File: src/rtl/enduro_multi_sync.sv
// enduro_multi_sync: per-channel flop-chain synchronizer with an optional stability
// filter and registered rise/fall event pulses, all clocked by dst_clk.
module enduro_multi_sync #(
    parameter int               WIDTH         = 4,
    parameter int               SYNC_STAGES   = 3,
    parameter int               FILTER_CYCLES = 4,
    parameter logic [WIDTH-1:0] RESET_VAL     = {WIDTH{1'b0}}
) (
    input  logic             dst_clk,
    input  logic             dst_reset_n,
    input  logic [WIDTH-1:0] async_in,
    input  logic             hold,
    output logic [WIDTH-1:0] sync_out,
    output logic [WIDTH-1:0] rise_pulse,
    output logic [WIDTH-1:0] fall_pulse,
    output logic             any_change
);

    localparam int CNT_W = (FILTER_CYCLES > 0) ? $clog2(FILTER_CYCLES + 1) : 1;

    generate
        if (WIDTH < 1 || WIDTH > 32) begin : g_bad_width
            $error("enduro_multi_sync: WIDTH must be 1..32");
        end
        if (SYNC_STAGES < 2 || SYNC_STAGES > 6) begin : g_bad_stages
            $error("enduro_multi_sync: SYNC_STAGES must be 2..6");
        end
        if (FILTER_CYCLES < 0 || FILTER_CYCLES > 255) begin : g_bad_filter
            $error("enduro_multi_sync: FILTER_CYCLES must be 0..255");
        end
    endgenerate

    // True on the edge where one more increment would reach FILTER_CYCLES.
    function automatic logic cnt_at_limit(input logic [CNT_W-1:0] cnt);
        return (int'(cnt) + 1) >= FILTER_CYCLES;
    endfunction

    // ---- stage p0: metastability chain, one row of flops per stage ----
    logic [WIDTH-1:0] chain_p0 [SYNC_STAGES];
    logic [WIDTH-1:0] synced_p0;

    always_ff @(posedge dst_clk or negedge dst_reset_n) begin
        if (!dst_reset_n) begin
            for (int k = 0; k < SYNC_STAGES; k++) begin
                chain_p0[k] <= RESET_VAL;
            end
        end else begin
            chain_p0[0] <= async_in;
            for (int k = 1; k < SYNC_STAGES; k++) begin
                chain_p0[k] <= chain_p0[k-1];
            end
        end
    end

    assign synced_p0 = chain_p0[SYNC_STAGES-1];

    // ---- stage p1: filter / output register; stage p2: event pulses ----
    for (genvar i = 0; i < WIDTH; i++) begin : g_ch
        logic out_p1;
        logic rise_p2;
        logic fall_p2;
        logic differs;

        assign differs = synced_p0[i] ^ out_p1;

        if (FILTER_CYCLES > 0) begin : g_filt
            logic [CNT_W-1:0] cnt_p1;

            always_ff @(posedge dst_clk or negedge dst_reset_n) begin
                if (!dst_reset_n) begin
                    cnt_p1  <= '0;
                    out_p1  <= RESET_VAL[i];
                    rise_p2 <= 1'b0;
                    fall_p2 <= 1'b0;
                end else if (hold) begin
                    rise_p2 <= 1'b0;
                    fall_p2 <= 1'b0;
                end else if (!differs) begin
                    cnt_p1  <= '0;
                    rise_p2 <= 1'b0;
                    fall_p2 <= 1'b0;
                end else if (cnt_at_limit(cnt_p1)) begin
                    cnt_p1  <= '0;
                    out_p1  <= synced_p0[i];
                    rise_p2 <= synced_p0[i];
                    fall_p2 <= ~synced_p0[i];
                end else begin
                    cnt_p1  <= cnt_p1 + CNT_W'(1);
                    rise_p2 <= 1'b0;
                    fall_p2 <= 1'b0;
                end
            end
        end else begin : g_bypass
            always_ff @(posedge dst_clk or negedge dst_reset_n) begin
                if (!dst_reset_n) begin
                    out_p1  <= RESET_VAL[i];
                    rise_p2 <= 1'b0;
                    fall_p2 <= 1'b0;
                end else if (hold) begin
                    rise_p2 <= 1'b0;
                    fall_p2 <= 1'b0;
                end else begin
                    out_p1  <= synced_p0[i];
                    rise_p2 <= differs & synced_p0[i];
                    fall_p2 <= differs & ~synced_p0[i];
                end
            end
        end

        assign sync_out[i]   = out_p1;
        assign rise_pulse[i] = rise_p2;
        assign fall_pulse[i] = fall_p2;
    end

    assign any_change = |(rise_pulse | fall_pulse);

endmodule

File: config.mk
export PLATFORM = sky130hd
export DESIGN_NAME = enduro_multi_sync
export DESIGN_NICKNAME = d
export VERILOG_FILES = /design/src/rtl/enduro_multi_sync.sv
export SDC_FILE = /design/constraint.sdc
export NUM_CORES = 1
export LEC_CHECK = 0
export CAP_MARGIN = 25
export CORE_MARGIN = 5
export CORE_UTILIZATION = 45
export CTS_BUF_LIST = sky130_fd_sc_hd__clkbuf_4
export DETAILED_ROUTE_END_ITERATION = 7
export GPL_TIMING_DRIVEN = 0
export PLACE_DENSITY = 0.68
export SYNTH_ARGS = -nofsm -noshare
export SYNTH_HDL_FRONTEND = slang
export SYNTH_SLANG_ARGS = --single-unit
File: constraint.sdc
create_clock -name dst_clk -period 2.9 [get_ports dst_clk]
set_clock_uncertainty 0.15 [all_clocks]
set_input_delay 0.58 -clock dst_clk [delete_from_list [all_inputs] [get_ports dst_clk]]
set_output_delay 0.58 -clock dst_clk [all_outputs]
set_load 0.02 [all_outputs]
# ---- Yosys cells after proc, flatten, opt, wreduce, memory -nomap -nowiden
# Index checks and enable logic that the tools add are counted.
dict set report word_totals {
  register_bits 36
  output_inout_bits 13
  elab_cells 78
  in_bits 7
}
dict set report op_classes {
  n_bitwise 10
  n_mux 32
  reduce_logical 5
  addsub 8
  n_lt_le_gt_ge 4
}
# op n
set ops {}
lappend ops {{two-way mux 1 bit} 24}
lappend ops {{two-way mux 3 bit} 8}
lappend ops {{adder 3 x 1 -> 4 bit (second input constant)} 4}
lappend ops {{>= comparator 4 x 3 -> 1 bit (second input constant)} 4}
lappend ops {{adder 3 x 1 -> 3 bit (second input constant)} 4}
lappend ops {{AND reduction 3 bit} 4}
lappend ops {{inverter 1 bit} 5}
lappend ops {{OR 4 bit} 1}
lappend ops {{OR reduction 4 bit} 1}
lappend ops {{XOR 1 bit} 4}

# ---- Logic depth before layout (Yosys ltp)
dict set report depth {
  word_depth 5
  depth_mapped 4
  mapped_depth_nobuf 4
}

# ---- Worst setup path before layout
# OpenSTA, ideal clock, no wires.
dict set report synth_path {
  kind {flip-flop to flip-flop}
  startpoint {register g_ch[3].g_filt.cnt_p1[0]}
  endpoint {register g_ch[3].out_p1}
  path_buffers 0
  synth_period_minus_slack_ns 1.631
  arrival_time_ns 1.356
  setup_slack_ns 1.269
  setup_ns 0.125
  path_stages_with_launch 5
  required_time_ns 2.625
  path_cell_list {dfrtp_1 ha_1 or2_2 o211ai_1 mux2_2}
}
dict set report synth_via {
  elab_chain_len 3
}
# item line
set synth_rtl {}
lappend synth_rtl {{start: declaration} 67} ;# logic [CNT_W-1:0] cnt_p1;
lappend synth_rtl {{start signal: assignment} 88} ;# cnt_p1 <= cnt_p1 + CNT_W'(1);
lappend synth_rtl {{adder 3 x 1 -> 4 bit} 35} ;# return (int'(cnt) + 1) >= FILTER_CYCLES;
lappend synth_rtl {{>= comparator 4 x 3 -> 1 bit} 35}
lappend synth_rtl {{AND reduction 3 bit (no line)} n/a}
lappend synth_rtl {{end signal: assignment} 72} ;# out_p1 <= RESET_VAL[i];
lappend synth_rtl {{end signal: assignment} 84} ;# out_p1 <= synced_p0[i];
lappend synth_rtl {{end: declaration} 59} ;# logic out_p1;
# No other way between the ends.
# A chain may end at the register's enable or synchronous reset.

# ---- Final worst setup path
dict set report layout_path {
  startpoint {register g_ch[0].fall_p2}
  endpoint {output any_change}
}
dict set report layout_via {
  elab_chain_len 2
}
# item line
set layout_rtl {}
lappend layout_rtl {{start: declaration} 61} ;# logic fall_p2;
lappend layout_rtl {{start signal: assignment} 86} ;# fall_p2 <= ~synced_p0[i];
lappend layout_rtl {{OR 4 bit} 115} ;# assign any_change = |(rise_pulse | fall_pulse);
lappend layout_rtl {{OR reduction 4 bit} 115}
lappend layout_rtl {{end: declaration} 16} ;# output logic any_change
# No other way between the ends.

==> flow_metrics.tcl <==
set metrics [dict create \
    outcome "completed" \
    crit_path_end_kind "primary output" \
    cts.path.max_buffers 2 \
    ys_seq_area_share_pct 60.7 \
    cts_buffers 5 \
    syn2layout_area_growth_pct 20.0 \
    cp.arrival_ns 1.74 \
    detail_route.wl_per_cell_um 13.0 \
    utilization_pct 57.4 \
    clkLatencyLatePin_ns 0.33 \
    place_ws_ns 0.784 \
    core_um2 3100 \
    antenna_found_initial 0 \
    min_period_over_period_pct 85.1 \
    post-dp-hpwl_um 1780 \
    wl_um 2420 \
    leakagePower_nw 0.840 \
    min_period_ns 2.47 \
    nNetsFinal 153 \
    syn_nets 127 \
    cts.sinks 36 \
    crit_required_ns 2.17 \
    grt_pass1_wl_um 4310 \
    syn_avg_cell_area_um2 12.8 \
    grt_max_degree 37 \
    netlist_instances 116 \
    critPathMaxFanout 2 \
    maxCapViolCount 0 \
    finalInstanceArea_um2 1780 \
    hold_viol_final 0 \
    via_per_inst 4.97 \
    clk_pin_slew_ns 0.11 \
    htreeDepth 2 \
    cts_tree "yes" \
    dr.first_iter.drc_count 57 \
    routabilityCongestion 0.751 \
    ys_seq_elements 36 \
    antenna_cells 0 \
    startpoint_type "flip-flop" \
    vdd_drop_max_uv 322 \
    final_max_slew_viol_count 0 \
    drtPass1Iterations 4 \
    die_w_um 67.5 \
    synth.distinct_cells 27 \
    cts_hold_buffers 0 \
    die_y_um 67.5 \
    post_cts_resized 0 \
    final_layout_size_suffix_gt1_share_pct 21.7 \
    rsz0062_at_grt "false" \
    worst_hold_path_type "in2async" \
    postCtsSetupBuffers 0 \
    reg2reg_slack_ns 1.18 \
    syn_area_um2 1490 \
    dieArea_um2 4550 \
    synth_warnings 0 \
    vias 930 \
    core.rowCount 20 \
    root_buffer "clkbuf_4" \
    io_buffers 19 \
    placed_area_um2 1730 \
    grtUsageTotal_pct 13.1 \
    finalSetupTns_ns 0 \
    grt_pass1_vias 974 \
    clock.fmax_mhz 405 \
    fin_ws_ns 0.432 \
    path_class "reg2out" \
    design.portCount 20 \
    finalSetupViolations 0 \
    grt_overflow 0 \
    ant_nets 0 \
    relSlewSlack_pct 48.8 \
    worst_pin_slew_ns 0.769 \
    pwr_density_cell_nw_per_um2 752 \
    start_util_pct 47.9 \
    drc 0 \
]
[flip-flops by register name, indices dropped and copies added, names as in the netlist]
signal	cells
g_ch.fall_p2	4
chain_p0	8
synced_p0	4
g_ch.rise_p2	4
g_ch.g_filt.cnt_p1	12
g_ch.out_p1	4
[final timing paths]
| check | start | endpoint | cells past startpoint |
|---|---|---|---|
| worst max-delay path | g_ch[0].fall_p2 | any_change | 3 |
| min in group dst_clk | chain_p0[4] | synced_p0[0] | 0 |
| worst min-delay path | dst_reset_n | g_ch[1].out_p1 | 1 |
| max in group asynchronous | dst_reset_n | chain_p0[5] | 1 |
| worst max register to register | g_ch[3].g_filt.cnt_p1[0] | g_ch[3].out_p1 | 4 |
| worst min register to register | chain_p0[4] | synced_p0[0] | 0 |
[Yosys cell counts]
master    count  share of area [%]
and2_1        6                2.5
mux2_2        1               0.76
and2_4        1               0.59
mux2_4        3                3.0
a22o_1        3                1.8
nand2_1       7                1.8
and2_2        1               0.51
a32o_1        1               0.67
a211o_2       1               0.67
or2_2         1               0.42
dfrtp_1      36                 61
nor3_1        1               0.34
buf_4        12                6.1
ha_1          4                3.4
nor2_1        4                1.0
xnor2_1       4                2.4
buf_2         2               0.67
a211o_1       2                1.2
a21o_2        1               0.59
o211ai_1      1               0.51
o21ai_0       1               0.34
a21o_1        2                1.0
inv_1         3               0.76
a21oi_1       3                1.0
nor4_1        4                1.7
o41ai_1       2                1.2
nor3b_1       9                4.5
[per-layer routing]
layer	global-route usage, %	vias to the layer above	routed length [µm]
li1	-	450	-
met4	5.32	0	45
met5	0	-	0
met3	5.16	6	107
met1	13.9	458	1010
met2	22.9	16	1260
[cells in the final DEF, fill, tap and decap left out, drive strengths merged, types with 2 or more instances in the layout]
master and n:
a21o 3, nor4 4, buf 15, dfrtp 36, nor3b 9, o41ai 2
mux2 4, clkdlybuf4s50 18, a21oi 3, inv 3, ha 4, a211o 3
a22o 3, nand2 7, nor2 4, clkbuf 7, and2 8, xnor2 4
[per-stage QoR]
step                instances  total power, mW  hold slack, ns
floorplan                 116            0.953           0.134
detailed placement        179             1.09           0.186
global route              187             1.42           0.199
CTS                       187             1.36           0.187
global placement          179             1.06           0.184
finish                    187             1.34           0.158
[power breakdown]
| group | internal (mW) | switching, mW |
|---|---|---|
| combinational | 0.234 | 0.166 |
| sequential | 0.587 | 0.0885 |
| clock | 0.112 | 0.152 |
[logic make-up (layout without fill, tap and decap cells)]
kind of cell,count (synthesis),count (layout),share of synthesized area (%)
AOI/OAI and AO/OA,17,17,8.93
xor gates and xnor gates,4,4,2.36
adders and majority gates,4,4,3.37
buffers and inverters,17,44,7.50
DFF,36,36,60.7
muxes,4,4,3.79
and+or+nand+nor,34,34,13.4
[critical path, cell delays in order (launching register included)]
cell and delay, ns:
dfrtp_1 0.41, nor4_1 0.37, nand2_1 0.09, clkdlybuf4s50_1 0.54
[final cells by class]
type / instances / area, µm²
Timing Repair Buffer: 19 / 185
Clock inverter: 1 / 3.75
Clock buffer: 7 / 52.6
Multi-Input combinational cell: 63 / 473
Buffer: 14 / 100
Inverter: 3 / 11.3
Sequential cell: 36 / 901
Fill cell: 276 / 1320
Tap cell: 44 / 55.1
No activity file was read; power rests on OpenSTA's default activity.
